[src/rtl/mix_columns_iter.sv]
// Iterative AES MixColumns stage: one 32-bit column per clock.
// Holds the result until downstream accepts; last_round bypasses.
module mix_columns_iter #(
    parameter int word_size  = 8,
    parameter int array_size = 16
) (
    input  logic                              clk,
    input  logic                              rst,
    input  logic                              in_valid,
    output logic                              in_ready,
    input  logic                              last_round,
    input  logic [0:word_size*array_size-1]   Data,
    output logic                              out_valid,
    input  logic                              out_ready,
    output logic [0:word_size*array_size-1]   Mixed_Data,
    output logic                              busy
);

    localparam int W = word_size * array_size;

    typedef enum logic [1:0] {
        IDLE,
        CALC,
        DONE
    } state_e;

    state_e       state_q;
    state_e       state_d;
    logic [0:W-1] st_q;
    logic [1:0]   col_q;
    logic [0:31]  col_in;
    logic [0:31]  col_out;

    function automatic logic [7:0] xtime(input logic [7:0] b);
        return {b[6:0], 1'b0} ^ (b[7] ? 8'h1b : 8'h00);
    endfunction

    function automatic logic [7:0] mul3(input logic [7:0] b);
        return xtime(b) ^ b;
    endfunction

    function automatic logic [0:31] mix_col(input logic [0:31] c);
        logic [7:0] a0, a1, a2, a3;
        a0 = c[0:7];
        a1 = c[8:15];
        a2 = c[16:23];
        a3 = c[24:31];
        return {xtime(a0) ^ mul3(a1) ^ a2 ^ a3,
                a0 ^ xtime(a1) ^ mul3(a2) ^ a3,
                a0 ^ a1 ^ xtime(a2) ^ mul3(a3),
                mul3(a0) ^ a1 ^ a2 ^ xtime(a3)};
    endfunction

    // Shared column datapath, selected by the column counter.
    always_comb begin
        col_in  = st_q[32*col_q +: 32];
        col_out = mix_col(col_in);
    end

    // Next-state logic and handshake outputs.
    always_comb begin
        state_d   = state_q;
        in_ready  = (state_q == IDLE);
        out_valid = (state_q == DONE);
        busy      = (state_q != IDLE);
        unique case (state_q)
            IDLE: if (in_valid) state_d = last_round ? DONE : CALC;
            CALC: if (col_q == 2'd3) state_d = DONE;
            DONE: if (out_ready) state_d = IDLE;
            default: state_d = IDLE;
        endcase
    end

    // State, column counter and state register updates.
    always_ff @(posedge clk) begin
        if (rst) begin
            state_q <= IDLE;
            st_q    <= '0;
            col_q   <= 2'd0;
        end else begin
            state_q <= state_d;
            if (state_q == IDLE && in_valid) begin
                st_q  <= Data;
                col_q <= 2'd0;
            end else if (state_q == CALC) begin
                st_q[32*col_q +: 32] <= col_out;
                col_q                <= col_q + 2'd1;
            end
        end
    end

    assign Mixed_Data = st_q;

endmodule

[config.mk]
export PLATFORM = sky130hd
export DESIGN_NAME = mix_columns_iter
export DESIGN_NICKNAME = d
export VERILOG_FILES = /design/src/rtl/mix_columns_iter.sv
export SDC_FILE = /design/constraint.sdc
export NUM_CORES = 1
export LEC_CHECK = 0
export ABC_AREA = 1
export BUFFER_PORTS_ARGS = -buffer_cell sky130_fd_sc_hd__buf_4
export CAP_MARGIN = 20
export CORE_MARGIN = 2
export CORE_UTILIZATION = 55
export CTS_CLUSTER_SIZE = 40
export DETAILED_ROUTE_END_ITERATION = 10
export PLACE_DENSITY = 0.95
export SYNTH_ARGS = -nofsm -noshare
export SYNTH_HDL_FRONTEND = slang
export SYNTH_SLANG_ARGS = --single-unit
export TNS_END_PERCENT = 1
[constraint.sdc]
create_clock -name clk -period 5.85 [get_ports clk]
set_clock_uncertainty 0.2 [all_clocks]
set_input_delay 0.2925 -clock clk [delete_from_list [all_inputs] [get_ports clk]]
set_output_delay 0.2925 -clock clk [all_outputs]
set_load 0.005 [all_outputs]
Yosys cells after proc, flatten, opt, wreduce, memory -nomap -nowiden
Cells that the tools add are included.
{ "totals": {"reg_bits": 132, "input_bits": 133, "output_inout_bits": 131} }
{ "classes": {"addsub": 2, "eq_ne": 6, "shifts": 3, "muxes": 12, "bitwise_logic": 21, "n_reduce_logical": 6} }
{ "op_table": {"columns": ["cell", "n"], "rows": [
  ["$mux W128", 2],
  ["$shift A129 B34 Y128 const A", 1],
  ["$shiftx A128 B33 Y129", 1],
  ["$shiftx A129 B34 Y128", 1],
  ["$bwmux W128", 1],
  ["$xor A8 B8 Y8", 16],
  ["$neg A33 Y34", 1],
  ["$not A7 Y33", 1],
  ["$xor A8 B5 Y8", 4],
  ["$mux W5", 4],
  ["$mux W2", 4],
  ["$pmux W2 S3", 1],
  ["$eq A2 B2 Y1 const B", 2],
  ["$ne A2 B2 Y1 const B", 2],
  ["$reduce_bool A2 Y1", 2],
  ["$reduce_and A3 Y1", 1],
  ["$add A2 B1 Y2 const B", 1],
  ["$eq A2 B1 Y1 const B", 1],
  ["$logic_not A2 Y1", 1],
  ["$ne A2 B1 Y1 const B", 1],
  ["$reduce_or A2 Y1", 1],
  ["$logic_and A1 B1 Y1", 1]
]} }

Logic depth before layout (Yosys ltp)
{ "depth": {"word_depth": 12, "mapped_depth": 16} }

Least setup slack after synthesis
Ideal clock, no wire load.
{ "synth_path": {"path_kind": "flip-flop to flip-flop", "from": "register col_q[0]", "to": "register st_q, in the netlist Mixed_Data[1]", "setup_ps": 70, "arrival_ps": 2244, "required_ps": 5580, "path_slack_ps": 3336, "stages_incl_launch_ff": 12, "synth_period_minus_slack_ps": 2514, "cell_sequence": "dfxtp_1 buf_6 inv_6 buf_4 clkbuf_1 buf_2 ha_1 nand2_1 nor3_1 buf_2 nand4_1 a21oi_1"} }
{ "synth_via": {"elab_chain_cells": 12} }
{ "synth_lines": {"columns": ["item", "line_no", "source"], "rows": [
  ["from (decl)", "30", "logic [1:0] col_q;"],
  ["from (signal assigned)", "87", "col_q <= col_q + 2'd1;"],
  ["$not A7 Y33 (implied by the code) *", "56, 86", null],
  ["$shiftx A128 B33 Y129", "56", "col_in = st_q[32*col_q +: 32];"],
  ["$mux W5", "35", "return {b[6:0], 1'b0} ^ (b[7] ? 8'h1b : 8'h00);"],
  ["$xor A8 B5 Y8", "35", null],
  ["$xor A8 B8 Y8", "39", "return xtime(b) ^ b;"],
  ["$xor A8 B8 Y8, on equally long branches (3 in series)", "51, 48", null],
  ["$shiftx A129 B34 Y128", "86", "st_q[32*col_q +: 32] <= col_out;"],
  ["$bwmux W128 *", "86", null],
  ["$mux W128 *", "85", "end else if (state_q == CALC) begin"],
  ["$mux W128 *", "82", "if (state_q == IDLE && in_valid) begin"],
  ["to (signal assigned)", "83", "st_q <= Data;"],
  ["to (signal, indexed assignment)", "86", null],
  ["to (decl)", "29", "logic [0:W-1] st_q;"]
]} }
Every way passes the cells marked *; elsewhere a longest branch is shown, timed or not. The select of a mux whose other input is x is not followed.
A chain may end at the register's enable or synchronous reset.

Final worst setup path
{ "layout_path": {"from": "register col_q[0]", "to": "register st_q, in the netlist Mixed_Data[97]"} }
The elaborated chain is that of the path after synthesis.

==> summary.md <==
| Metric | Value |
|---|---|
| Post-synth top flop | dfxtp_1 |
| Worst Tran Pin Value | between 1000 and 1500 ps |
| Fill count | 1595 |
| Iteration-0 DRC Markers | about 1500 |
| RSZ-0062 raised after global routing | false |
| I/O pins | about 260 |
| Initial antenna violation count | 0 |
| ANT cells | 0 |
| Sw power | ~0.0016 W |
| Worst Hold Margin | 5.55 ps |
| Post-synth EDFFs | 0 |
| Synth warn | 0 |
| Clk_lat worst skew | about 430 ps |
| Async SR Flop Fraction | 0% |
| Leak | 6.63 nW |
| Worst-path fanout max | 71 |
| First-pass GRT wire length | 62.1 mm |
| GR Overflow Total | 0 |
| Power share of the clock group | between 20% and 30% |
| Data arrival time of the worst path | roughly 3600 ps |
| PostCTS Resize Cnt | 0 |
| DR DRC count | 0 |
| Final hold viol count | 0 |
| Avg Cell Area, Syn | roughly 5.6 sq um |
| Max-cap violations | 0 |
| CTS Buf Count | 17 |
| Die area | approximately 0.020 sq mm |
| Detailed placer's ending HPWL | between 20 and 30 mm |
| CP startpoint kind | flop |
| Yosys reg bits | roughly 130 |
| Synth cell types | 29 |
| Flop pwr share | 28.9% |
| Initial Util | around 56% |
| Outcome | complete, no violations |
| Largest net degree at the start of global routing | roughly 140 |
| Syn Std Cell Area | between 0.01 and 0.015 sq mm |
| Synth Instances | between 1500 and 2000 |
| Die Width | around 140 um |
| Fin Setup TNS | 0 ps |
| Syn Nets | just under 2000 |
| Pwr dens | 298 mW/mm^2 |
| Max VDD drop | 0.207 mV |
| First drt pass iteration count | 6 |
| Yosys top cell area share | 30.7% |
| DR vias/cell | 5.84 |
| Die height | 140 um |
| Total GRT Usage | between 30% and 40% |
| Post-synth top cells | 829 x nand2_1, 290 x nand3_1, 163 x inv_1 |
| Most frequent cell after synthesis | nand2_1 |
| Final worst-path cycle share | around three fifths |
| Comb pwr share | around two fifths |
| Slew margin rel. | about a third |
| Layout cells sized above 1 | 19.1% |
| Cell Rows | just under 50 |
| Gp weighted congestion | around 1.1 |
| Fmax | ~290 MHz |
| Cell taking the most area after synthesis | nand2_1 |
| Routed WL | about 40 mm |
| Register area share after synthesis | 26.1% |
| WS Path Type | reg -> reg |
| Clk root buf | clkbuf_16 |
| # clock sinks | roughly 130 |
| Clk pin slew, worst setup/hold paths | about 60 ps |
| Finish-stage setup viols | 0 |
| Detailed-route via count | ~13000 |
| Net Sw Frac | approximately 43% |
| Antenna Nets Post-Route | 0 |
| Area growth from synthesis to layout | 24.7% |
| CTS max path bufs | 2 |
| Synth area leaders | nand2_1 31%, dfxtp_1 26%, nand3_1 14% |
| Core area | 0.0180 sq mm |
| Worst Path Required | 6000 ps |
| # port buffers | about 260 |
| H-tree depth | 4 |
| Number of global-route vias before repair | around 12000 |
| Int Power | 0.00213 W |
| CTS tree | done |
| Avg WL per Cell | approximately 18 um |
| Crit end category | flop |
| Final nets | 2151 |
| Post-CTS setup buffers | 0 |
| Tmin final | roughly 3500 ps |
| Slew Viols, Final | 0 |
| Hold Path Class | in -> reg |
[layout by cell type (no fill, tap or decap), drive strengths merged]
master / count
nand2: 879
nand3: 292
buf: 278
inv: 182
dfxtp: 132
a21oi: 129
nand4: 60
clkbuf: 18
o21ai: 13
xnor2: 7
clkinv: 5
nor2: 5
nand3b: 4
ha: 4
clkinvlp: 4
nor3: 4
a211oi: 3
xor2: 2
or2: 2
bufinv: 2
o22ai: 1
dlygate4sd3: 1
[power by group through the flow]
| stage | clock [W] | sequential, W | combinational (W) |
|---|---|---|---|
| 3_5_place_dp | 0 | 0.00110 | 0.00151 |
| 3_3_place_gp | 0 | 0.00110 | 0.00149 |
| 5_1_grt | 0.00113 | 0.00110 | 0.00172 |
| 6_report | 0.00110 | 0.00109 | 0.00158 |
| 2_1_floorplan | 0 | 0.00107 | 0.000956 |
| 4_1_cts | 0.00108 | 0.00108 | 0.00152 |
[path summary, 6_finish.rpt]
path | start | slack (ps) | cells after the start | to
max | col_q[0]$_SDFFE_PP0P_ | 2400 | 8 | Mixed_Data[97]$_SDFFE_PP0P_
min | Data[70] | 6 | 5 | Mixed_Data[70]$_SDFFE_PP0P_
max reg2reg | col_q[0]$_SDFFE_PP0P_ | 2400 | 8 | Mixed_Data[97]$_SDFFE_PP0P_
min reg2reg | Mixed_Data[70]$_SDFFE_PP0P_ | 390 | 4 | Mixed_Data[70]$_SDFFE_PP0P_
[flip-flops by register name (all words and copies together) (netlist names)]
signal and count:
col_q 2, state_q 2, Mixed_Data 128
[logic make-up after synthesis]
logic type                 synth area share [%]
AOI/OAI and AO/OA                          7.30
adders and majority gates                 0.494
DFF                                        26.1
and+or+nand+nor                            53.3
buffers and inverters                      12.0
xor gates and xnor gates                  0.778
[final cells by class]
| type | count | area, sq um | area share (%) |
|---|---|---|---|
| Inverter | 179 | 681 | 5.39 |
| Clock inverter | 14 | 149 | 1.18 |
| Tap cell | 229 | 287 | 2.27 |
| Multi-Input combinational cell | 1405 | 6280 | 49.8 |
| Sequential cell | 132 | 2650 | 21.0 |
| Clock buffer | 18 | 439 | 3.48 |
| Timing Repair Buffer | 279 | 2140 | 16.9 |
[metrics by stage]
| stage | total power, W | std cells | util, % | area (sq um) | setup slack [ps] |
|---|---|---|---|---|---|
| 5_1_grt | 0.00394 | 2256 | 70.0 | 12600 | 2220 |
| 2_1_floorplan | 0.00203 | 1821 | - | 10100 | 3340 |
| 4_1_cts | 0.00369 | 2255 | 69.9 | 12600 | 2500 |
| 3_3_place_gp | 0.00259 | 2221 | 66.4 | 12000 | 2360 |
| 6_report | 0.00376 | 2256 | 70.0 | 12600 | 2400 |
| 3_5_place_dp | 0.00262 | 2222 | 66.6 | 12000 | 2580 |
[critical path, cell delays in order (launching register included)]
cell     delay, ps
dfxtp_4        780
buf_4          690
ha_1           280
nand2_1         60
buf_4          250
nor2_2         350
buf_4          370
nand4_1        160
a21oi_1        180
[timing repair]
| action | 4_1_cts | 5_1_grt |
|---|---|---|
| endpoints found under the setup margin | 0 | 0 |
| endpoints found under the hold margin | 2 | 0 |
| hold buffers | 1 | 0 |
[per-layer routing]
metal	part of all wire, %	vias to the layer above	track usage (%)
met1	36	5913	47.5
li1	-	6181	-
met2	47	883	65.6
met3	10	203	7.40
met4	7.3	0	26.8
met5	0	-	0
Power figures use the tool's default switching activity.
